[src/rtl/clint_slave.sv]
// Core-local interruptor: memory-mapped msip, mtimecmp and mtime with a
// divided rtc tick, answering single-beat requests with a one-cycle ready pulse.
module clint_slave #(
    parameter logic [31:0] clint_base_addr = 32'h2000000,
    parameter int unsigned clk_divider_rtc = 4
) (
    input  logic        clock,
    input  logic        reset,
    input  logic        clint_valid,
    input  logic        clint_instr,
    input  logic [31:0] clint_addr,
    input  logic [31:0] clint_wdata,
    input  logic [3:0]  clint_wstrb,
    output logic [31:0] clint_rdata,
    output logic        clint_ready,
    output logic        clint_msip,
    output logic        clint_mtip,
    output logic [63:0] clint_mtime
);

    localparam int CntW = (clk_divider_rtc < 2) ? 1 : $clog2(clk_divider_rtc + 1);
    localparam logic [CntW-1:0] MaxCnt = CntW'(clk_divider_rtc);

    localparam logic [15:0] OffMsip     = 16'h0000;
    localparam logic [15:0] OffCmpLo    = 16'h4000;
    localparam logic [15:0] OffCmpHi    = 16'h4004;
    localparam logic [15:0] OffMtimeLo  = 16'hBFF8;
    localparam logic [15:0] OffMtimeHi  = 16'hBFFC;

    logic            ready_q,    ready_d;
    logic [31:0]     rdata_q,    rdata_d;
    logic            msip_q,     msip_d;
    logic            mtip_q,     mtip_d;
    logic [63:0]     mtime_q,    mtime_d;
    logic [63:0]     mtimeCmp_q, mtimeCmp_d;
    logic [CntW-1:0] divCnt_q,   divCnt_d;
    logic            rtcPhase_q, rtcPhase_d;

    logic [15:0] offset;
    logic        accept;
    logic        isWrite;
    logic        rtcWrap;
    logic        rtcTick;
    logic [31:0] readVal;
    logic        unusedInputs;

    function automatic logic [31:0] mergeBytes(input logic [31:0] oldVal,
                                               input logic [31:0] newVal,
                                               input logic [3:0]  strb);
        logic [31:0] res;
        for (int b = 0; b < 4; b++) begin
            res[b*8 +: 8] = strb[b] ? newVal[b*8 +: 8] : oldVal[b*8 +: 8];
        end
        return res;
    endfunction

    // Only the low 16 bits of the offset are decoded, so the subtraction can stay 16 bits wide.
    assign offset       = clint_addr[15:0] - clint_base_addr[15:0];
    assign accept       = clint_valid && !ready_q;
    assign isWrite      = (clint_wstrb != 4'b0000);
    assign rtcWrap      = (divCnt_q == MaxCnt);
    assign rtcTick      = rtcWrap && !rtcPhase_q;
    assign unusedInputs = &{1'b0, clint_instr, clint_addr[31:16]};

    always_comb begin
        readVal = 32'h0;
        case (offset)
            OffMsip:    readVal = {31'h0, msip_q};
            OffCmpLo:   readVal = mtimeCmp_q[31:0];
            OffCmpHi:   readVal = mtimeCmp_q[63:32];
            OffMtimeLo: readVal = mtime_q[31:0];
            OffMtimeHi: readVal = mtime_q[63:32];
            default:    readVal = 32'h0;
        endcase
    end

    always_comb begin
        ready_d    = accept;
        rdata_d    = accept ? readVal : 32'h0;
        msip_d     = msip_q;
        mtimeCmp_d = mtimeCmp_q;
        divCnt_d   = rtcWrap ? '0 : divCnt_q + 1'b1;
        rtcPhase_d = rtcWrap ? ~rtcPhase_q : rtcPhase_q;
        mtime_d    = rtcTick ? mtime_q + 64'd1 : mtime_q;
        mtip_d     = (mtime_q >= mtimeCmp_q);

        // A CPU write to either mtime half overrides the rtc increment for that cycle.
        if (accept && isWrite) begin
            case (offset)
                OffMsip:    if (clint_wstrb[0]) msip_d = clint_wdata[0];
                OffCmpLo:   mtimeCmp_d[31:0]  = mergeBytes(mtimeCmp_q[31:0], clint_wdata, clint_wstrb);
                OffCmpHi:   mtimeCmp_d[63:32] = mergeBytes(mtimeCmp_q[63:32], clint_wdata, clint_wstrb);
                OffMtimeLo: mtime_d = {mtime_q[63:32], mergeBytes(mtime_q[31:0], clint_wdata, clint_wstrb)};
                OffMtimeHi: mtime_d = {mergeBytes(mtime_q[63:32], clint_wdata, clint_wstrb), mtime_q[31:0]};
                default:    ;
            endcase
        end
    end

    always_ff @(posedge clock) begin
        if (reset) begin
            ready_q    <= 1'b0;
            rdata_q    <= 32'h0;
            msip_q     <= 1'b0;
            mtip_q     <= 1'b0;
            mtime_q    <= 64'h0;
            mtimeCmp_q <= 64'hFFFFFFFF_FFFFFFFF;
            divCnt_q   <= '0;
            rtcPhase_q <= 1'b0;
        end else begin
            ready_q    <= ready_d;
            rdata_q    <= rdata_d;
            msip_q     <= msip_d;
            mtip_q     <= mtip_d;
            mtime_q    <= mtime_d;
            mtimeCmp_q <= mtimeCmp_d;
            divCnt_q   <= divCnt_d;
            rtcPhase_q <= rtcPhase_d;
        end
    end

    assign clint_ready = ready_q;
    assign clint_rdata = rdata_q;
    assign clint_msip  = msip_q;
    assign clint_mtip  = mtip_q;
    assign clint_mtime = mtime_q;

endmodule
[config.mk]
export PLATFORM = sky130hd
export DESIGN_NAME = clint_slave
export DESIGN_NICKNAME = d
export VERILOG_FILES = /design/src/rtl/clint_slave.sv
export SDC_FILE = /design/constraint.sdc
export NUM_CORES = 1
export LEC_CHECK = 0
export CAP_MARGIN = 15
export CORE_ASPECT_RATIO = 2
export CORE_MARGIN = 4
export CORE_UTILIZATION = 40
export DETAILED_ROUTE_END_ITERATION = 16
export MAX_ROUTING_LAYER = met4
export PLACE_DENSITY_LB_ADDON = 0.15
export SLEW_MARGIN = 15
export SYNTH_ARGS = -nofsm -noshare
export SYNTH_HDL_FRONTEND = slang
export SYNTH_SLANG_ARGS = --single-unit
[constraint.sdc]
create_clock -name clock -period 7 [get_ports clock]
set_input_delay 1.4 -clock clock [delete_from_list [all_inputs] [get_ports clock]]
set_output_delay 1.4 -clock clock [all_outputs]
set_load 0.02 [all_outputs]
**Yosys cells after proc, flatten, opt, wreduce, memory -nomap -nowiden**

Cells that the tools add are included.

- Add/subtract/negate cells: 2
- Multipliers: 0
- Divide/modulo/power cells: 0
- Magnitude comparators: 1
- Eq/ne operators: 15
- Shifts and indexed selects: 0
- Muxes and demuxes: 8
- Bitwise operators: 2
- Reductions and logical operators: 26

Operator list:

| operator | count |
|---|---|
| $pmux 32 s5 | 1 |
| $mux 64 | 2 |
| $pmux 64 s2 | 1 |
| $add 64x1->64 const B | 1 |
| $ge 64x64->1 | 1 |
| $eq 16x15->1 const B | 2 |
| $eq 16x16->1 const B | 2 |
| $mux 8 | 4 |
| $reduce_and 3->1 | 9 |
| $ne 3x3->1 const B | 8 |
| $logic_not 16->1 | 1 |
| $reduce_and 2->1 | 8 |
| $ne 2x2->1 const B | 2 |
| $reduce_bool 4->1 | 1 |
| $reduce_or 2->1 | 2 |
| $add 3x1->3 const B | 1 |
| $eq 3x3->1 const B | 1 |
| $logic_and 1x1->1 | 3 |
| $logic_not 1->1 | 2 |
| $not 1->1 | 2 |

- Register bits after elaboration: 167
- Latch bits: 0
- Bits in writable memories: 0
- Memory bits (read-only): 0
- Input port bits: 72
- Word-level logic and storage cells: 76
- Memories: 0

**Depth between registers and ports, before layout**

Gate-level depths: netlist of the first run.

- Depth in word-level cells: 5
- Gate-level depth with buffers: 10
- Gate-level depth less buffers: 8

**Least setup slack after synthesis of the first run**

No wires, ideal clock.

- Path type: input port to flip-flop
- Start: input clint_wstrb[1]
- End: register mtime_q[34] (netlist: clint_mtime[34])
- Setup time: 0.132 ns
- Arrival time: 3.163 ns
- Required time: 6.868 ns
- Path slack: 3.705 ns
- Stages: 9
- Path buffers: 3
- Path through: clkbuf_1 nor4_1 or4_1 nor3_1 buf_2 buf_2 nor2_1 a41oi_1 a31oi_1

- Word-level cells in the longest chain between the ends: 4
- Elaborated cells on any way between the ends: 6
- Those cells by class: eq/ne (2); mux (1); reduce/logical (3)

RTL lines:

| what | RTL line | text |
|---|---|---|
| start, declared | 13 | `input logic [3:0] clint_wstrb,` |
| $reduce_bool 4->1 * | 60 | `assign isWrite = (clint_wstrb != 4'b0000);` |
| $logic_and 1x1->1 * | 88 | `if (accept && isWrite) begin` |
| $ne 3x3->1 (no line) or $ne 2x2->1 (tied branches) | -- |  |
| $reduce_and 2->1 (no line) | -- |  |
| end signal, assigned | 115 | `mtime_q <= mtime_d;` |
| end, declared | 34 | `logic [63:0] mtime_q, mtime_d;` |

Every way passes the cells marked *; elsewhere a longest branch is shown, timed or not.
A chain may end at the register's enable or synchronous reset.

**Worst setup path after layout of the first run**

- Start: input clint_wstrb[3]
- End: register mtime_q[16] (netlist: clint_mtime[16])

The elaborated chain is that of the path after synthesis.

==> results of run 1 <==
==> area by class of cell <==
cell class | count | area [µm²] | share of cell area, %
multi-input combinational | 919 | 6060 | 48.75
sequential | 167 | 3343 | 26.90
timing repair buffer | 174 | 1684 | 13.55
clock buffer | 23 | 457.9 | 3.684
tap | 332 | 415.4 | 3.342
inverter | 85 | 320.3 | 2.577
clock inverter | 9 | 148.9 | 1.198
==> worst min-delay path by stage <==
stage	end
after floorplan	clint_rdata[11]
after global placement	clint_rdata[15]
after detailed placement	clint_rdata[20]
after CTS	clint_rdata[18]
after global routing	clint_rdata[18]
final	clint_rdata[18]
==> power by group through the flow <==
| stage | Sequential [µW] | Combinational (µW) | Clock [µW] |
|---|---|---|---|
| global placement | 977 | 105 | 0 |
| detailed placement | 977 | 105 | 0 |
| CTS | 956 | 106 | 1020 |
| floorplan | 978 | 38.7 | 0 |
| finish | 956 | 107 | 1010 |
| global route | 956 | 113 | 1060 |
==> cell usage after synthesis, drive strengths merged, types with 6 or more instances <==
cell type	n
a211oi	12
a21oi	82
a221oi	6
a222oi	23
a22oi	17
a31oi	55
a32oi	8
and2	11
and3	18
buf	21
clkbuf	56
dfxtp	167
ha	67
inv	85
mux2i	33
nand2	163
nand3	48
nand4	36
nor2	47
nor3	51
nor4	35
o211ai	24
o21ai	43
o22ai	14
or2	6
or3	13
xnor2	10
xor2	9
==> worst min-delay path: stages (launching register included) <==
cell and delay (ns):
dfxtp_1 0.31, nand2_1 0.05, a21oi_1 0.05
==> through the flow <==
stage / area [µm²] / std cells
2_1_floorplan: 10010 / 1248
3_5_place_dp: 11820 / 1677
3_3_place_gp: 11820 / 1677
6_report: 12430 / 1709
4_1_cts: 12430 / 1709
5_1_grt: 12430 / 1709
==> per-layer routing <==
layer	GRT usage (%)	wire length, µm	up-vias
li1	-	-	4907
met1	29.56	14060	5149
met2	53.08	21260	452
met3	4.388	1996	169
met4	19.97	2967	0
met5	-	0	-
==> flip-flops by register name, indices dropped and copies added (netlist names) <==
signal	count
mtimeCmp_q	64
clint_ready	1
rtcPhase_q	1
clint_rdata	32
clint_msip	1
clint_mtip	1
divCnt_q	3
clint_mtime	64
==> logic make-up (layout without fill, tap and decap cells) <==
kind of cell	Yosys count	after routing	synth area share, %
muxes	36	36	3.637
DFF	167	167	33.39
adders and majority gates	67	67	8.373
and+or+nand+nor	465	465	24.32
AOI/OAI and AO/OA	332	332	22.13
xor gates and xnor gates	19	19	1.662
buffers and inverters	162	291	6.486
==> metrics.txt, run 1 <==
combinational power share=5.2%; sequential share of power=46.0%; height of the die=231.7 µm; Area growth syn-to-layout=24.14%; Max Slew Vio Count=0; H-Tree Depth=4; r2r startpoint=divCnt_q[0]; status=complete, no violations; initial DRC count=867; Setup-failing EPs final=0; Leak=0.005021 µW; most frequent cells in the layout=dfxtp_1, nand2_1, clkdlybuf4s50_1; setup TNS=0 ns; via count=10680; CP Capture Point=clint_mtime[16]; RSZ-0062 raised after global routing=false; Crit. Startpoint=clint_wstrb[3]; Finished Core Util=50.68%; share of layout cells above drive strength 1=5.882%; Cell Area, Synth=10010 µm²; Pint=1599 µW; Sw Share=23.03%; GRT Residual Overflow=0; max cap viols=0; pwr dens=167.1 nW/µm²; sequential fraction of the synthesis area=33.39%; FF-to-FF End=clint_mtime[54]; flops & latches, synth=167; max incr delay on CP=1.00 ns; # IOs=171; post-cts sizing count=0; Crit path max-delay family=buffers and inverters; Final ANT Viol Nets=0; Hold Violations, Final=0; clk_lat worst skew=0.47 ns; clock sinks=167; critical path data arrival time=4.87 ns; Max Freq=218.7 MHz; Clk pin slew, worst setup/hold paths=0.06 ns; area leader, netlist=dfxtp_1; core area=24530 µm²; Netlist cell types=77; share of the synthesized area in the top cell type=33.39%; yosys warns=0; CTS tree=yes; net switching power=478.3 µW; WL final=40280 µm; fin crit period=4.573 ns; setup bufs post-CTS=0; FF-to-FF setup slack=3.70 ns; vias in the first global route=10670; Clock power frac=48.8%; critical path depth=8; Port Buffers=153; VDD IR max=0.1262 mV; Bufs and invs on worst path=2; filler instances=2462; Hold Worst Slack=0.4521 ns; Slew headroom=16.77%; DRC viols=0; hold_sp=mtimeCmp_q[18]; CP Launch Type=input port; final net count=1503; largest net degree at the start of global routing=85; Post-Synthesis Cells=1248; DIE WIDTH=119.9 µm; DRT Pass-1 Iters=8; hpwl dp=29860 µm; worst-margin pin slew=1.237 ns; first-pass GRT wire length=61510 µm; CP Max Fanout=18; overall power=2077 µW; initial antenna violation count=0; number of synthesized flops with an enable pin=0; worst setup margin=2.427 ns; asr flop ratio synth=0%; Die ar.=27780 µm²; GPL Wtd Cong=0.9974; Slowest cell on crit path=clkdlybuf4s50_1; worst hold path type=register to register; Worst Setup Path Type=input port to register; top cells by area, synth=dfxtp_1, ha_1, nand2_1, a21oi_1, a31oi_1; antenna cell count=0; Final Cycle Share=65.32%; Net Count, Synth=1387; Post-Route Skew=0.01155 ns; # hold bufs at CTS=0; Cell Rows=81; wire length per cell=23.57 µm; Critical Path RT=7.30 ns; Initial Utilization=40.82%; Critical Path, Cell by Cell=clkdlybuf4s50_1 -> nor4_1 -> nor4_2 -> nand3_1 -> buf_4 -> o21ai_0 -> or2_0 -> a211oi_1; R2R depth=8; Via density=6.248; worst hold stages=2; average cell area after synthesis=8.023 µm²; top_reg_cell synth=dfxtp_1; most common cell after layout, fill and taps aside=dfxtp_1; pre-CTS setup slack=2.058 ns; all-layer global routing usage=29.71%; cts bufs inserted=17; endpoint class of the critical path=register; Max clock buf depth=2; Clock Tree Root=clkbuf_16
No activity file was read; power rests on OpenSTA's default activity.
==> run 2, diff against run 1 <==
clock period = 3.75 ns   (was 7 ns; I/O delays follow)
==> run 2 against run 1 <==
Effect of this change:
- via count grew 2.3%
- final area is 3.4% higher
- count of clock-buffer cells in the layout unchanged
- clock power rose by 97%
- sequential power is 86% higher
- routed wire length is 3.6% higher
- critical path type unchanged
- largest cell class unchanged
- highest routed layer unchanged
==> metrics.txt, run 2 (synthesized netlist as in run 1, its figures left out) <==
critical path data arrival time=3.38 ns; Critical Path RT=4.06 ns; Clock Tree Root=clkbuf_16; setup TNS=0 ns; Cell Rows=81; initial DRC count=903; H-Tree Depth=4; Max Slew Vio Count=0; Die ar.=27780 µm²; placed cells=1723; clk_lat worst skew=0.46 ns; Post-Route Skew=0.01166 ns; endpoint class of the critical path=register; hpwl dp=31310 µm; fin crit period=3.071 ns; most common cell after layout, fill and taps aside=dfxtp_1; Non-Filler Instances=1754; Final Cycle Share=81.88%; Initial Utilization=40.82%; VDD IR max=0.3176 mV; final net count=1549; DRT Pass-1 Iters=8; Worst Setup Path Type=input port to register; DRC viols=0; max cap viols=0; Area growth syn-to-layout=28.34%; most frequent cells in the layout=dfxtp_1, nand2_1, clkdlybuf4s50_1; Via density=6.225; antenna cell count=0; Slew headroom=35.18%; core area=24530 µm²; initial antenna violation count=0; post-cts sizing count=0; status=complete, no violations; overall power=3984 µW; Port Buffers=153; wire length per cell=23.78 µm; Max Freq=325.7 MHz; height of the die=231.7 µm; vias in the first global route=10980; filler instances=2426; Hold Violations, Final=0; CTS tree=yes; RSZ-0062 raised after global routing=false; worst hold path type=register to register; all-layer global routing usage=30.75%; share of layout cells above drive strength 1=8.931%; WL final=41720 µm; cts bufs inserted=17; CP Launch Type=input port; setup bufs post-CTS=0; first-pass GRT wire length=63360 µm; Clk pin slew, worst setup/hold paths=0.07 ns; CP Max Fanout=16; # hold bufs at CTS=0; largest net degree at the start of global routing=73; clock sinks=167; DIE WIDTH=119.9 µm; GRT Residual Overflow=0; via count=10920; Final ANT Viol Nets=0; Setup-failing EPs final=0; GPL Wtd Cong=0.9851; Max clock buf depth=2; worst-margin pin slew=0.9634 ns; pwr dens=310.1 nW/µm²; Leak=0.005277 µW; # IOs=171
run 2: cell count changes in the layout (fill, tap and decap cells not counted):
cell       delta
clkbuf_1      -2
clkbuf_8      +2
inv_2         +1
clkinv_2      -3
and2_2        -1
bufinv_16     +1
buf_12        +3
and2_1        +1
buf_4        +43
run 2: final timing paths:
check | startpoint | end | slack, ns | cells after the start
hold reg to reg | mtimeCmp_q[1] | clint_rdata[1] | 0.45 | 2
setup reg to reg | clint_mtime[0] | clint_mtip | 0.71 | 9
hold / removal | mtimeCmp_q[1] | clint_rdata[1] | 0.45 | 2
setup / recovery | clint_addr[3] | mtimeCmp_q[25] | 0.68 | 7
run 2: report_power, final:
part           internal (µW)  switching [µW]  total, µW  leakage [µW]
Clock                   1230             761       1990      0.000317
Sequential              1780            5.85       1780       0.00135
Combinational           84.1             125        209       0.00361
Total                   3090             891       3980       0.00528
run 2: metal layers:
metal | GRT usage (%) | up-vias | routed length (µm)
met4 | 22.62 | 0 | 3453
met3 | 4.242 | 185 | 2019
li1 | - | 4999 | -
met2 | 54.71 | 491 | 21870
met5 | - | - | 0
met1 | 30.15 | 5243 | 14370
run 2: metrics by stage:
step	util [%]	setup WS (ns)	hold WS, ns	cell area [µm²]
6_report	52.39	0.6794	0.4548	12850
5_1_grt	52.39	0.5033	0.4683	12850
3_5_place_dp	49.76	0.2585	0.4467	12200
2_1_floorplan	-	1.105	0.4319	10010
4_1_cts	52.39	0.7019	0.4572	12850
3_3_place_gp	49.76	0.2965	0.4429	12200
run 2: layout make-up:
type,count,area (µm²),area share (%)
clock buffers,23,478.0,3.720
clock inverters,8,168.9,1.315
inverters,85,319.1,2.483
multi-input cells,919,6058,47.15
flip-flops and latches,167,3343,26.02
well taps,332,415.4,3.233
repair buffers,220,2067,16.09
run 2: worst max-delay path, cell delays in order:
cell and delay (ns):
clkdlybuf4s50_1 0.42, nor4_1 0.40, nand4_1 0.33, nor2_2 0.51
nand3_1 0.58, nor3_1 0.32, a31oi_1 0.07
==> run 3, diff against run 2 <==
clock period = 2.7 ns   (was 3.75 ns; I/O delays follow)
==> run 3 against run 2 <==
Effect of this change:
- die area is the same
- final cell count grew 7.1%
- clock skew is essentially flat
- first-iteration DRC count shrank 8.0%
- via count grew 4.4%
- clock power grew 25%
- hold slack lost 0.0017 ns
- global-route usage grew 1.5 points
- largest power group is now registers
- sequential share of layout area shrank 1.8 points
==> metrics.txt, run 3 (synthesized netlist as in run 1, its figures left out) <==
Via density=6.065; core area=24530 µm²; Die ar.=27780 µm²; worst-margin pin slew=0.8635 ns; status=complete, no violations; all-layer global routing usage=32.23%; share of layout cells above drive strength 1=16.68%; overall power=5267 µW; design area=13830 µm²; Slowest cell on crit path=or4_1; # IOs=171; Clock Tree Root=clkbuf_16; most frequent cells in the layout=buf_4, dfxtp_1, nand2_1; pwr dens=381.0 nW/µm²; largest net degree at the start of global routing=76; GR Layer Usage met3=5.046%; Max Freq=382.8 MHz; Worst Setup Path Type=register to register; Area growth syn-to-layout=38.09%; GPL Wtd Cong=0.9888; placed cells=1846; critical path data arrival time=2.92 ns; GRT Residual Overflow=0; Critical Path RT=3.01 ns; worst hold stages=2; fin crit period=2.612 ns; Placed Area=13210 µm²; Bufs and invs on worst path=2; layer with the highest usage=met2; Crit path max-delay family=simple AND/OR/NAND/NOR gates; DRT Pass-1 Iters=8; # hold bufs at CTS=0; met2 Track Usage GR=57.70%; CP Launch Type=register; wire length per cell=23.30 µm; Max clock buf depth=2; Critical Path, Cell by Cell=buf_4 -> and4_2 -> nand4_4 -> or4_1 -> buf_4 -> nor4_2 -> xnor2_1 -> o22ai_1; clk_lat worst skew=0.46 ns; via count=11400; antenna cell count=0; max cap viols=0; Final Cycle Share=96.76%; H-Tree Depth=4; cts bufs inserted=17; DIE WIDTH=119.9 µm; worst min-delay path endpoint=clint_rdata[9]; r2r startpoint=clint_mtime[15]; crit-path most repeated cell=buf_4; hpwl dp=33900 µm; clock sinks=167; final net count=1673; Initial Utilization=40.82%; Setup-failing EPs final=0; Final ANT Viol Nets=0; VDD IR max=0.3040 mV; WL final=43790 µm; initial antenna violation count=0; met1 track demand over resource=30.99%; vias in the first global route=11430; worst hold path type=register to register; Hold Violations, Final=0; first-pass GRT wire length=66110 µm; CTS tree=yes; R2R depth=8; Cell Rows=81; FF-to-FF End=clint_mtime[40]; Hold Worst Slack=0.4532 ns; CP Max Fanout=11; Leak=0.005922 µW; initial DRC count=831; Max Slew Vio Count=0; endpoint class of the critical path=register; Port Buffers=153; pre-CTS setup slack=-0.3085 ns; most common cell after layout, fill and taps aside=buf_4; RSZ-0062 raised after global routing=true; height of the die=231.7 µm; DRC viols=0; Slew headroom=41.82%; Non-Filler Instances=1879; hold_sp=mtimeCmp_q[9]; Post-Route Skew=0.01210 ns; max incr delay on CP=0.56 ns; Clk pin slew, worst setup/hold paths=0.07 ns; worst setup margin=0.08753 ns; FF-to-FF setup slack=0.09 ns
## run 3: final cells by class
type                    instances  area [µm²]
clock buffers                  20       446.7
clock inverters                12       127.6
fillers                      2364       10700
inverters                      85       319.1
multi-input cells             919        6083
flip-flops and latches        167        3344
well taps                     332       415.4
repair buffers                344        3089
## run 3: how the worst max path moves through the flow
| stage | from | endpoint | slack, ns | depth (start not counted) |
|---|---|---|---|---|
| after floorplan | clint_mtime[15] | clint_mtime[62] | 0.26 | 8 |
| after global placement | clint_addr[7] | clint_mtime[35] | -0.29 | 7 |
| after detailed placement | clint_addr[7] | clint_mtime[35] | -0.31 | 7 |
| after CTS | clint_mtime[15] | clint_mtime[40] | 0.03 | 8 |
| after global routing | clint_addr[5] | clint_mtime[0] | -0.02 | 8 |
| final | clint_mtime[15] | clint_mtime[40] | 0.09 | 8 |
## run 3: power breakdown
group / switching (µW) / total (µW) / internal (µW)
registers: 7.25 / 2480 / 2470
logic: 180 / 313 / 133
clock network: 1100 / 2480 / 1380
total: 1280 / 5270 / 3990
## run 3: timing repair
item,CTS,global route
endpoints found under the hold margin,0,0
setup endpoints to repair,1,13
gates resized for setup,1,6
setup buffers,0,1
pin swaps,0,3
## run 3: worst reg2reg max path: cells and delay by family, from the launching register on
family                    cells  cell delay [ns]
AOI/OAI and AO/OA             1             0.09
buffers and inverters         2             0.40
DFF                           1             0.37
xor gates and xnor gates      1             0.17
and+or+nand+nor               4             1.45
## run 3: per-layer routing
metal  wire length [µm]  up-vias
li1                   -     5251
met1              14660     5473
met2              23080      503
met3               2358      170
met4               3689        0
met5                  0        -
## run 3: stage by stage
step | utilization, % | setup TNS (ns)
floorplan | - | 0
global placement | 53.88 | -11.70
detailed placement | 53.88 | -16.12
finish | 56.37 | 0
CTS | 56.24 | 0
global route | 56.37 | -0.02555
